--- src/rtl/hazard_ctrl.sv ---
// ============================================================================
// Module   : hazard_ctrl
// Purpose  : Pipeline hazard controller. It decides the decode stall, the X
//            bubble and the X-stage operand forwarding selects.
// Config   : HAZARD_FORWARD_EN defined selects forwarding mode (load-use stalls
//            only). When undefined the block is interlock-only.
// Revision : 1.0 - initial release
// ============================================================================
`default_nettype none

module hazard_ctrl (
    input  logic        clk,
    input  logic        rst_n,
    input  logic        d_valid_i,
    input  logic [4:0]  d_rs1_i,
    input  logic [4:0]  d_rs2_i,
    input  logic        d_use_rs1_i,
    input  logic        d_use_rs2_i,
    input  logic [4:0]  d_rd_i,
    input  logic        d_regwe_i,
    input  logic        d_is_load_i,
    input  logic        flush_i,
    output logic        stall_o,
    output logic        bubble_x_o,
    output logic [1:0]  fwd_a_o,
    output logic [1:0]  fwd_b_o,
    output logic [15:0] stall_cnt_o
);

    typedef struct packed {
        logic       valid;
        logic [4:0] rd;
        logic       regwe;
        logic       is_load;
    } entry_t;

    localparam logic [1:0]  FWD_RF  = 2'b00;
    localparam logic [15:0] CNT_MAX = 16'hFFFF;

    entry_t      x_q, m_q, w_q, x_d;
    logic [4:0]  xs1_q, xs2_q;
    logic        xu1_q, xu2_q;
    logic [15:0] cnt_q, cnt_d;
    logic        hazard;
    logic        advance;
    logic        unused_bits;

    // x0 is hard-wired to zero, so it never creates a dependence.
    function automatic logic src_match(input logic use_src, input logic [4:0] addr,
                                       input entry_t e);
        return use_src && (addr != 5'd0) && e.valid && e.regwe && (e.rd == addr);
    endfunction

`ifdef HAZARD_FORWARD_EN
    localparam logic [1:0] FWD_M = 2'b01;
    localparam logic [1:0] FWD_W = 2'b10;

    // A load in M has no data yet, so only a W match can serve that operand.
    function automatic logic [1:0] fwd_sel(input logic use_src, input logic [4:0] addr,
                                           input logic x_valid, input entry_t m,
                                           input entry_t w);
        if (!x_valid)
            return FWD_RF;
        if (src_match(use_src, addr, m) && !m.is_load)
            return FWD_M;
        if (src_match(use_src, addr, w))
            return FWD_W;
        return FWD_RF;
    endfunction

    assign unused_bits = w_q.is_load;
`else
    assign unused_bits = ^{xs1_q, xs2_q, xu1_q, xu2_q, x_q.is_load, m_q.is_load, w_q.is_load};
`endif

    always_comb begin
`ifdef HAZARD_FORWARD_EN
        hazard  = x_q.is_load & (src_match(d_use_rs1_i, d_rs1_i, x_q) |
                                 src_match(d_use_rs2_i, d_rs2_i, x_q));
        fwd_a_o = fwd_sel(xu1_q, xs1_q, x_q.valid, m_q, w_q);
        fwd_b_o = fwd_sel(xu2_q, xs2_q, x_q.valid, m_q, w_q);
`else
        hazard  = src_match(d_use_rs1_i, d_rs1_i, x_q) | src_match(d_use_rs2_i, d_rs2_i, x_q) |
                  src_match(d_use_rs1_i, d_rs1_i, m_q) | src_match(d_use_rs2_i, d_rs2_i, m_q) |
                  src_match(d_use_rs1_i, d_rs1_i, w_q) | src_match(d_use_rs2_i, d_rs2_i, w_q);
        fwd_a_o = FWD_RF;
        fwd_b_o = FWD_RF;
`endif
        // A flush kills the decode instruction, so it overrides any stall.
        stall_o    = hazard & d_valid_i & ~flush_i;
        bubble_x_o = stall_o | flush_i;
        advance    = d_valid_i & ~stall_o & ~flush_i;
        x_d        = {advance, d_rd_i, d_regwe_i, d_is_load_i};
        cnt_d      = (stall_o && (cnt_q != CNT_MAX)) ? cnt_q + 16'd1 : cnt_q;
    end

    always_ff @(posedge clk or negedge rst_n) begin
        if (!rst_n) begin
            x_q   <= '0;
            m_q   <= '0;
            w_q   <= '0;
            xs1_q <= '0;
            xs2_q <= '0;
            xu1_q <= 1'b0;
            xu2_q <= 1'b0;
            cnt_q <= '0;
        end else begin
            w_q   <= m_q;
            m_q   <= x_q;
            x_q   <= x_d;
            xs1_q <= d_rs1_i;
            xs2_q <= d_rs2_i;
            xu1_q <= d_use_rs1_i;
            xu2_q <= d_use_rs2_i;
            cnt_q <= cnt_d;
        end
    end

    assign stall_cnt_o = cnt_q;

endmodule

`default_nettype wire

--- config.mk ---
export PLATFORM = sky130hd
export DESIGN_NAME = hazard_ctrl
export DESIGN_NICKNAME = d
export VERILOG_FILES = /design/src/rtl/hazard_ctrl.sv
export SDC_FILE = /design/constraint.sdc
export NUM_CORES = 1
export LEC_CHECK = 0
export CAP_MARGIN = 25
export CORE_MARGIN = 2
export CORE_UTILIZATION = 50
export CTS_BUF_LIST = sky130_fd_sc_hd__clkbuf_8
export CTS_CLUSTER_DIAMETER = 30
export DETAILED_ROUTE_END_ITERATION = 16
export PLACE_DENSITY = 0.91
export SYNTH_ARGS = -nofsm -noshare
export SYNTH_HDL_FRONTEND = slang
export SYNTH_SLANG_ARGS = --single-unit
--- constraint.sdc ---
create_clock -name clk -period 5.51 [get_ports clk]
set_input_delay 1.653 -clock clk [delete_from_list [all_inputs] [get_ports clk]]
set_output_delay 1.653 -clock clk [all_outputs]
set_load 0.005 [all_outputs]
# Word level (Yosys, flattened, before mapping)
# Index checks and enable logic that the tools add are counted.
[op_classes]
bitwise = 12
n_lt_le_gt_ge = 0
n_eq_ne = 7
n_div = 0
mux = 0
n_reduce_logical = 23
mul = 0
shift = 0
add_sub_neg = 1
[op_table]
columns = ["op", "count"]
rows = [
  ["$eq A5 B5 Y1", 6],
  ["$logic_and A1 B1 Y1", 21],
  ["$add A16 B1 Y16 const B", 1],
  ["$ne A16 B16 Y1 const B", 1],
  ["$reduce_bool A5 Y1", 2],
  ["$or A1 B1 Y1", 6],
  ["$and A1 B1 Y1", 4],
  ["$not A1 Y1", 2],
]
[word_totals]
elab_cells = 53
rom_bits = 0
ram_bits = 0
output_inout_bits = 22
latchBits = 0
memories = 0
register_bits = 37

# Depth between registers and ports, before layout
# Gate-level depths: netlist (run 1).
[logic_depth]
ltp_word = 15
mapped_depth = 8
depth_no_buf = 7

# Worst setup path before layout (run 1)
# OpenSTA, ideal clock, no wires.
[synth_timing]
kind = "input to output"
start = "input port d_rs2_i[1]"
end = "output port bubble_x_o"
path_slack_ns = 0.959
n_path_buf = 1
t_arrival_ns = 2.898
stages = 6
cell_sequence = "or4_1 o21ai_1 a31oi_1 or2_1 buf_6 a21o_2"
[synth_between]
elab_chain_cells = 13
[synth_rtl]
columns = ["item", "line_no", "text"]
rows = [
  ["from (decl)", "16", "input logic [4:0] d_rs2_i,"],
  ["$reduce_bool A5 Y1", "51", "return use_src && (addr != 5'd0) && e.valid && e.regwe && (e.rd == addr);"],
  ["$logic_and A1 B1 Y1 (4 in series)", "51", ""],
  ["$or A1 B1 Y1 (2 in series)", "83", "hazard = src_match(d_use_rs1_i, d_rs1_i, x_q) | src_match(d_use_rs2_i, d_rs2_i, x_q) |"],
  ["$or A1 B1 Y1 (2 in series)", "84", "src_match(d_use_rs1_i, d_rs1_i, m_q) | src_match(d_use_rs2_i, d_rs2_i, m_q) |"],
  ["$or A1 B1 Y1 *", "85", "src_match(d_use_rs1_i, d_rs1_i, w_q) | src_match(d_use_rs2_i, d_rs2_i, w_q);"],
  ["$and A1 B1 Y1 * (2 in series)", "90", "stall_o = hazard & d_valid_i & ~flush_i;"],
  ["$or A1 B1 Y1 *", "91", "bubble_x_o = stall_o | flush_i;"],
  ["to (decl)", "24", "output logic bubble_x_o,"],
]
# Mark *: on every way between the ends. The rest lies on a longest branch, timed or not.

# Worst setup path in the final report (run 1)
[layout_timing]
start = "input port d_rs1_i[2]"
end = "output port bubble_x_o"
[layout_between]
elab_chain_cells = 13
[layout_rtl]
columns = ["item", "line_no", "text"]
rows = [
  ["from (decl)", "15", "input logic [4:0] d_rs1_i,"],
  ["$reduce_bool A5 Y1", "51", ""],
  ["$logic_and A1 B1 Y1 (4 in series)", "51", ""],
  ["$or A1 B1 Y1 (2 in series)", "83", ""],
  ["$or A1 B1 Y1", "84", ""],
  ["$or A1 B1 Y1 *", "84", ""],
  ["$or A1 B1 Y1 *", "85", ""],
  ["$and A1 B1 Y1 * (2 in series)", "90", ""],
  ["$or A1 B1 Y1 *", "91", ""],
]
# Marked as above.

==> summary.txt, run 1 <==
Outcome
  • Outcome: completed

Clock network
  • CTS Hold Bufs: 0
  • CTS Root Buffer Type: clkbuf_8
  • Clk_lat worst skew: 0.29 ns
  • Bufs on Longest Clock Path: 2
  • TritonCTS Sinks: 37
  • Cts bufs inserted: 5
  • CTS tree: built
  • CTS HTree Levels: 2
  • Worst-path clk slew: 0.07 ns

Min path
  • Worst Hold Path Cells: 0
  • Hold worst-path end: w_q[7]
  • Hold_sp: m_q[7]
  • Worst Hold Class: flop to flop

STA
  • # setup viols final: 0
  • Final WS setup: 0.0288 ns
  • Achievable Freq: 0.182 GHz
  • Max_slew headroom: 44.8%
  • Min cycle time layout: 5.48 ns
  • Pins Over Slew Limit: 0
  • Crit share post-route: 99.5%
  • Worst Skew: 0.00719 ns
  • Tightest Pin Transition: 0.822 ns
  • Final hold vios: 0
  • Setup_tns: 0 ns

Place
  • Gpl congestion: 0.839
  • I/O Buffers: 39
  • Pre-CTS setup slack: -0.0280 ns
  • Placed Instance Area: 0.00227 sq mm
  • Hpwl dp: 2910 um

Synth
  • Synth Area in Adders: 0.694%
  • Xor/xnor share of the synthesized area: 20.9%
  • Cell taking the most area after synthesis: dfrtp_1
  • Post-Synth Simple-Gate Area: 18.3%
  • Synth Area in Compound Gates: 3.19%
  • Top post-synthesis cells by area: dfrtp_1 (51%), xor2_1 (16%), xnor2_1 (5.3%)
  • Yosys Warn Count: 0
  • Yosys reg bits: 37
  • Main combinational cell family by area after synthesis: XOR/XNOR gates
  • Synth top area share: 51.4%
  • Cell count after synthesis: 153
  • Synth Cell Area: 0.00180 sq mm
  • Top_reg_cell synth: dfrtp_1
  • Post-synth ARST share: 100%
  • Post-synth EDFFs: 0
  • Sequential area share after synthesis: 51.4%
  • Avg Cell Area, Syn: 11.8 sq um
  • Post-synthesis mux area share: 2.01%
  • Yosys cell types: 32

Power and ir drop
  • Power consumption: 0.533 mW
  • Power Density: 221 mW/mm^2
  • Switching share of power: 24.9%
  • Clock network power share: 33.2%
  • Maximum VDD drop: 0.186 mV
  • P_int: 0.401 mW
  • Part of the power in registers: 54.7%
  • Leakage: 1.12 nW
  • Net Sw Power: 0.133 mW
  • Comb pwr share: 12.0%

Detailed routing
  • Detail-routed via count per cell: 5.42
  • Initial DRC count: 70
  • DRT Wirelength: 4280 um
  • Average wire per standard cell: 17.0 um
  • Post-route ant nets: 0
  • Remaining DRCs: 0
  • Router iterations before antenna repair: 4
  • Vias: 1366

Die
  • I/O pin cnt: 45
  • DIE AREA: 0.00410 sq mm
  • Core area: 0.00339 sq mm
  • Die height: 64.0 um
  • Die X: 64.0 um
  • Num rows: 21
  • Starting density of the core: 53.2%

Worst setup path
  • Slowest stage delay, CP: 0.54 ns
  • WP buf/inv: 2
  • CP Class: input port to output port
  • Worst EP required: 3.86 ns
  • R2R depth: 7
  • Cell mode on critical path: clkdlybuf4s50_1
  • Startpoint Class: input port
  • CP arrival: 3.83 ns
  • Worst-path fanout max: 3
  • R2R setup slack: 3.11 ns
  • Critical Path End Type: output port
  • Stages on the worst setup path: 7
  • Crit-path cells: clkdlybuf4s50_1, or4_1, o21ai_1, a31oi_2, or2_4, a21o_2, clkdlybuf4s50_1
  • Slowest stage cell, crit path: or4_1
  • Crit path max-delay family: buffers and inverters
  • R2R Path Start: stall_cnt_o[0]
  • RR Endpoint: stall_cnt_o[1]

Cells and area
  • Post-layout util: 71.1%
  • Sequential cell area: 926 sq um
  • Final Cell Area: 0.00241 sq mm
  • N_diodes: 0
  • Fill count: 224
  • Area of the multi-input gates: 867 sq um
  • Fin nets: 229
  • Area delta synth->final: 33.8%
  • Fraction of layout cells with a size suffix above 1: 16.5%

Global route
  • Number of global-route vias before repair: 1421
  • Global-route wire length before repair: 6700 um
  • Grt total ovfl: 0
  • Largest net degree at the start of global routing: 38
  • GRT Overall Usage: 21.7%
  • Initial antenna violation count: 0

Run
  • Max_cap viols: 0
==> sequential cells by signal, indices dropped and copies added, names as in the netlist <==
register	flops
x_q	7
stall_cnt_o	16
m_q	7
w_q	7
==> worst max path at each step <==
stage	end	slack, ns	start
after floorplan	bubble_x_o	0.96	d_rs2_i[1]
after global placement	stall_o	0.03	d_rs1_i[4]
after detailed placement	bubble_x_o	-0.03	d_rs2_i[1]
after CTS	stall_o	0.02	d_rs2_i[3]
after global routing	bubble_x_o	-0.06	d_rs1_i[2]
final	bubble_x_o	0.03	d_rs1_i[2]
==> power groups by stage <==
stage	registers [mW]	clock network, mW	logic (mW)
after floorplan	0.295	0	0.0246
after global placement	0.295	0	0.0578
after detailed placement	0.297	0	0.0602
after CTS	0.292	0.182	0.0611
after global routing	0.293	0.194	0.0697
final	0.292	0.177	0.0641
==> stage by stage <==
| step | hold WS (ns) | cells |
|---|---|---|
| floorplan | 0.373 | 156 |
| global placement | 0.386 | 243 |
| global route | 0.443 | 252 |
| CTS | 0.413 | 251 |
| finish | 0.431 | 252 |
| detailed placement | 0.400 | 243 |
==> layer usage <==
metal / global-route usage (%) / up-vias / wire length [um]
met4: 8.97 / 0 / 73
li1: - / 621 / -
met2: 36.8 / 48 / 2200
met1: 26.0 / 689 / 1770
met5: 0 / - / 0
met3: 5.81 / 8 / 235
==> cells by family (layout without fill, tap and decap cells) <==
kind of cell / after synthesis / after routing
mux: 3 / 3
simple gates: 53 / 53
other cells: 1 / 4
fa+ha+maj: 1 / 1
xor+xnor: 43 / 43
flops: 37 / 37
compound gates: 7 / 7
buf+inv: 8 / 58
==> synth_stat cells (2+ instances only) <==
| cell type | instances |
|---|---|
| nor3_2 | 4 |
| nand3_1 | 7 |
| and3_1 | 5 |
| dfrtp_1 | 37 |
| o21ai_1 | 3 |
| nor2_1 | 6 |
| nand4_1 | 8 |
| buf_4 | 4 |
| nand2b_1 | 2 |
| nor4_1 | 6 |
| a31oi_1 | 2 |
| xnor2_1 | 11 |
| or4_1 | 2 |
| xor2_1 | 32 |
| buf_6 | 2 |
| nand2_1 | 5 |
| inv_1 | 2 |
==> cell usage in the layout, fill, tap and decap left out, types with 2 or more instances in the layout <==
cell type and count:
nor4_1 2, dfrtp_1 37, and3_1 5, nor4_2 4, nor2_1 6, o21ai_1 3
nand2_1 5, dlygate4sd2_1 2, clkinv_2 2, inv_1 3, clkbuf_8 5, or4_1 2
nor3_2 4, a31oi_2 2, conb_1 4, nand3_1 7, nand4_1 8, nand2b_1 2
clkdlybuf4s50_1 31, buf_4 9, xor2_1 32, xnor2_1 11, dlymetal6s2s_1 6
==> layout make-up <==
class                   count  share of cell area, %
repair buffers             48                   19.5
well taps                  46                   2.39
inverters                   2                  0.311
flip-flops and latches     37                   38.4
clock inverters             3                  0.571
multi-input cells         111                   36.0
clock buffers               5                   2.85
==> worst register-to-register path: stages, from the launching register on <==
cell     delay, ns
dfrtp_1       0.41
ha_1          0.18
nand2_1       0.10
nor3_1        0.69
a31oi_4       0.19
o21ai_1       0.13
buf_4         0.23
mux2_2        0.35
==> what timing repair did <==
action                     in CTS  in global routing
setup endpoints to repair       2                  2
pin swaps                       1                  6
buffers inserted                0                  1
resized for setup               3                 12
No activity file was read; power rests on OpenSTA's default activity.
==> run 2, diff against run 1 <==
--- a/config.mk
+++ b/config.mk
@@ -11,6 +11,7 @@
 export CTS_BUF_LIST = sky130_fd_sc_hd__clkbuf_8
 export CTS_CLUSTER_DIAMETER = 30
 export DETAILED_ROUTE_END_ITERATION = 16
+export MAX_ROUTING_LAYER = met4
 export PLACE_DENSITY = 0.91
 export SYNTH_ARGS = -nofsm -noshare
 export SYNTH_HDL_FRONTEND = slang
==> run 2 against run 1 <==
Compared with the run above: worst hold slack worse by 0.0014 ns; setup slack improved by 0.00089 ns; power fell by 0.23%; combinational power about the same; via count increased by 1.8%; sequential power about the same; utilization is the same; critical path type unchanged; largest power group unchanged.
==> summary.txt, run 2 (synthesized netlist as in run 1, its figures left out) <==
Worst setup path
  • CP arrival: 3.83 ns (about the same)
  • R2R depth: 7 (unchanged)
  • RR Endpoint: stall_cnt_o[1]
  • Startpoint Class: input port
  • Worst-path fanout max: 3 (unchanged)
  • CP startpoint: d_rs1_i[2]
  • Critical Path End Type: output port
  • CP Class: input port to output port
  • R2R Path Start: stall_cnt_o[0]
  • Worst EP required: 3.86 ns (about the same)
  • R2R setup slack: 3.12 ns (about the same)

Global route
  • Grt total ovfl: 0 (unchanged)
  • GRT Overall Usage: 22.2% (+0.49 points)
  • Number of global-route vias before repair: 1413 (-0.56%)
  • Largest net degree at the start of global routing: 38 (unchanged)
  • Global-route wire length before repair: 6690 um (-0.19%)
  • Initial antenna violation count: 0 (unchanged)

Cells and area
  • N_diodes: 0 (unchanged)
  • Final Cell Area: 0.00241 sq mm (unchanged)
  • Max FFs per register: 16 (unchanged)
  • Most frequent cells in the layout: dfrtp_1 (37), xor2_1 (32), clkdlybuf4s50_1 (31)
  • Area delta synth->final: 33.8% (unchanged)
  • Fin nets: 229 (unchanged)
  • Fill count: 224 (unchanged)
  • Non-Filler Instances: 252 (unchanged)
  • Fraction of layout cells with a size suffix above 1: 16.5% (unchanged)
  • Sequential cell area: 926 sq um (unchanged)
  • Commonest non-fill, non-tap cell in the layout: dfrtp_1
  • Area of the multi-input gates: 867 sq um (unchanged)

Place
  • Gpl congestion: 0.852 (+1.5%)
  • Hpwl dp: 2910 um (unchanged)
  • I/O Buffers: 39 (unchanged)
  • Dpl cells: 243 (unchanged)
  • Placed Instance Area: 0.00227 sq mm (unchanged)

STA
  • Crit share post-route: 99.5% (about the same)
  • Worst Skew: 0.00812 ns (+0.000930 ns)
  • Achievable Freq: 0.182 GHz (about the same)
  • Final hold vios: 0 (unchanged)
  • Setup_tns: 0 ns (unchanged)
  • Max_slew headroom: 46.0% (+1.1 points)
  • # setup viols final: 0 (unchanged)
  • Pins Over Slew Limit: 0 (unchanged)
  • Tightest Pin Transition: 0.804 ns (-0.0171 ns)
  • Min cycle time layout: 5.48 ns (-0.000890 ns)

Min path
  • Worst Hold Class: flop to flop
  • Hold worst-path end: w_q[7]
  • Worst Hold Path Cells: 0 (unchanged)
  • Hold_sp: m_q[7]

Die
  • Core area: 0.00339 sq mm (unchanged)
  • I/O pin cnt: 45 (unchanged)
  • Starting density of the core: 53.2% (unchanged)
  • Die height: 64.0 um (unchanged)
  • Die X: 64.0 um (unchanged)
  • Num rows: 21 (unchanged)
  • DIE AREA: 0.00410 sq mm (unchanged)

Power and ir drop
  • Switching share of power: 24.7% (-0.17 points)
  • Maximum VDD drop: 0.187 mV (+0.46%)
  • Leakage: 1.12 nW (unchanged)
  • Power consumption: 0.532 mW (-0.23%)
  • P_int: 0.401 mW (about the same)
  • Clock network power share: 33.1% (about the same)
  • Comb pwr share: 12.0% (about the same)
  • Net Sw Power: 0.131 mW (-0.92%)
  • Power Density: 221 mW/mm^2 (-0.23%)
  • Part of the power in registers: 54.9% (+0.2 points)

Clock network
  • CTS HTree Levels: 2 (unchanged)
  • CTS tree: built
  • Worst-path clk slew: 0.07 ns (about the same)
  • Bufs on Longest Clock Path: 2 (unchanged)
  • CTS Hold Bufs: 0 (unchanged)
  • CTS Root Buffer Type: clkbuf_8
  • Clk_lat worst skew: 0.29 ns (about the same)
  • Cts bufs inserted: 5 (unchanged)
  • TritonCTS Sinks: 37 (unchanged)

Detailed routing
  • Average wire per standard cell: 17.0 um (about the same)
  • Post-route ant nets: 0 (unchanged)
  • Initial DRC count: 71 (+1.4%)
  • Router iterations before antenna repair: 4 (unchanged)
  • Vias: 1390 (+1.8%)
  • Detail-routed via count per cell: 5.52 (+1.8%)
  • Remaining DRCs: 0 (unchanged)
  • DRT Wirelength: 4280 um (about the same)

Run
  • Max_cap viols: 0 (unchanged)

Outcome
  • Outcome: completed
-- run 2: critical path, stage by stage --
cell and delay, ns:
clkdlybuf4s50_1 0.49, or4_1 0.54, o21ai_1 0.18, a31oi_2 0.07
or2_4 0.25, a21o_2 0.21, clkdlybuf4s50_1 0.44
-- run 2: area by class of cell --
class | count | share of cell area [%]
clock inverter | 3 | 0.571
sequential | 37 | 38.4
tap | 46 | 2.39
timing repair buffer | 48 | 19.5
clock buffer | 5 | 2.85
inverter | 2 | 0.311
multi-input combinational | 111 | 36.0
-- run 2: how the worst max path moves through the flow --
stage | endpoint | slack, ns | cells after the start
CTS | stall_o | 0.02 | 8
global route | bubble_x_o | -0.06 | 7
global placement | stall_o | 0.03 | 8
floorplan | bubble_x_o | 0.96 | 6
finish | bubble_x_o | 0.03 | 7
detailed placement | bubble_x_o | -0.03 | 7
-- run 2: metal layers --
layer / track usage (%) / wire, um / vias to the layer above
met5: - / 0 / -
met4: 10.6 / 73 / 0
met3: 4.05 / 253 / 6
met2: 36.8 / 2220 / 55
met1: 26.1 / 1730 / 705
li1: - / - / 624
-- run 2: power by group through the flow --
stage	Combinational (mW)	Sequential [mW]	Clock, mW
floorplan	0.0246	0.295	0
global placement	0.0578	0.295	0
detailed placement	0.0602	0.297	0
CTS	0.0611	0.292	0.182
global route	0.0697	0.293	0.192
finish	0.0640	0.292	0.176
-- run 2: timing repair --
item                                    in CTS  in global routing
endpoints found under the setup margin       2                  2
pin swaps                                    1                  6
setup buffers                                0                  1
resized for setup                            3                 12
-- run 2: metrics by stage --
step | hold slack [ns] | worst slack (ns) | util (%)
3_3_place_gp | 0.386 | 0.0272 | 66.9
5_1_grt | 0.443 | -0.0647 | 71.1
6_report | 0.429 | 0.0297 | 71.1
3_5_place_dp | 0.400 | -0.0280 | 66.9
2_1_floorplan | 0.373 | 0.959 | -
4_1_cts | 0.413 | 0.0176 | 69.5
==> run 3, diff against run 2 <==
--- a/config.mk
+++ b/config.mk
@@ -5,12 +5,12 @@
 export SDC_FILE = /design/constraint.sdc
 export NUM_CORES = 1
 export LEC_CHECK = 0
-export CAP_MARGIN = 25
 export CORE_MARGIN = 2
 export CORE_UTILIZATION = 50
 export CTS_BUF_LIST = sky130_fd_sc_hd__clkbuf_8
 export CTS_CLUSTER_DIAMETER = 30
 export DETAILED_ROUTE_END_ITERATION = 16
+export GPL_ROUTABILITY_DRIVEN = 0
 export MAX_ROUTING_LAYER = met4
 export PLACE_DENSITY = 0.91
 export SYNTH_ARGS = -nofsm -noshare
==> results of run 3 <==
No change in the layout: final DEF, timing and power equal those of run 2.
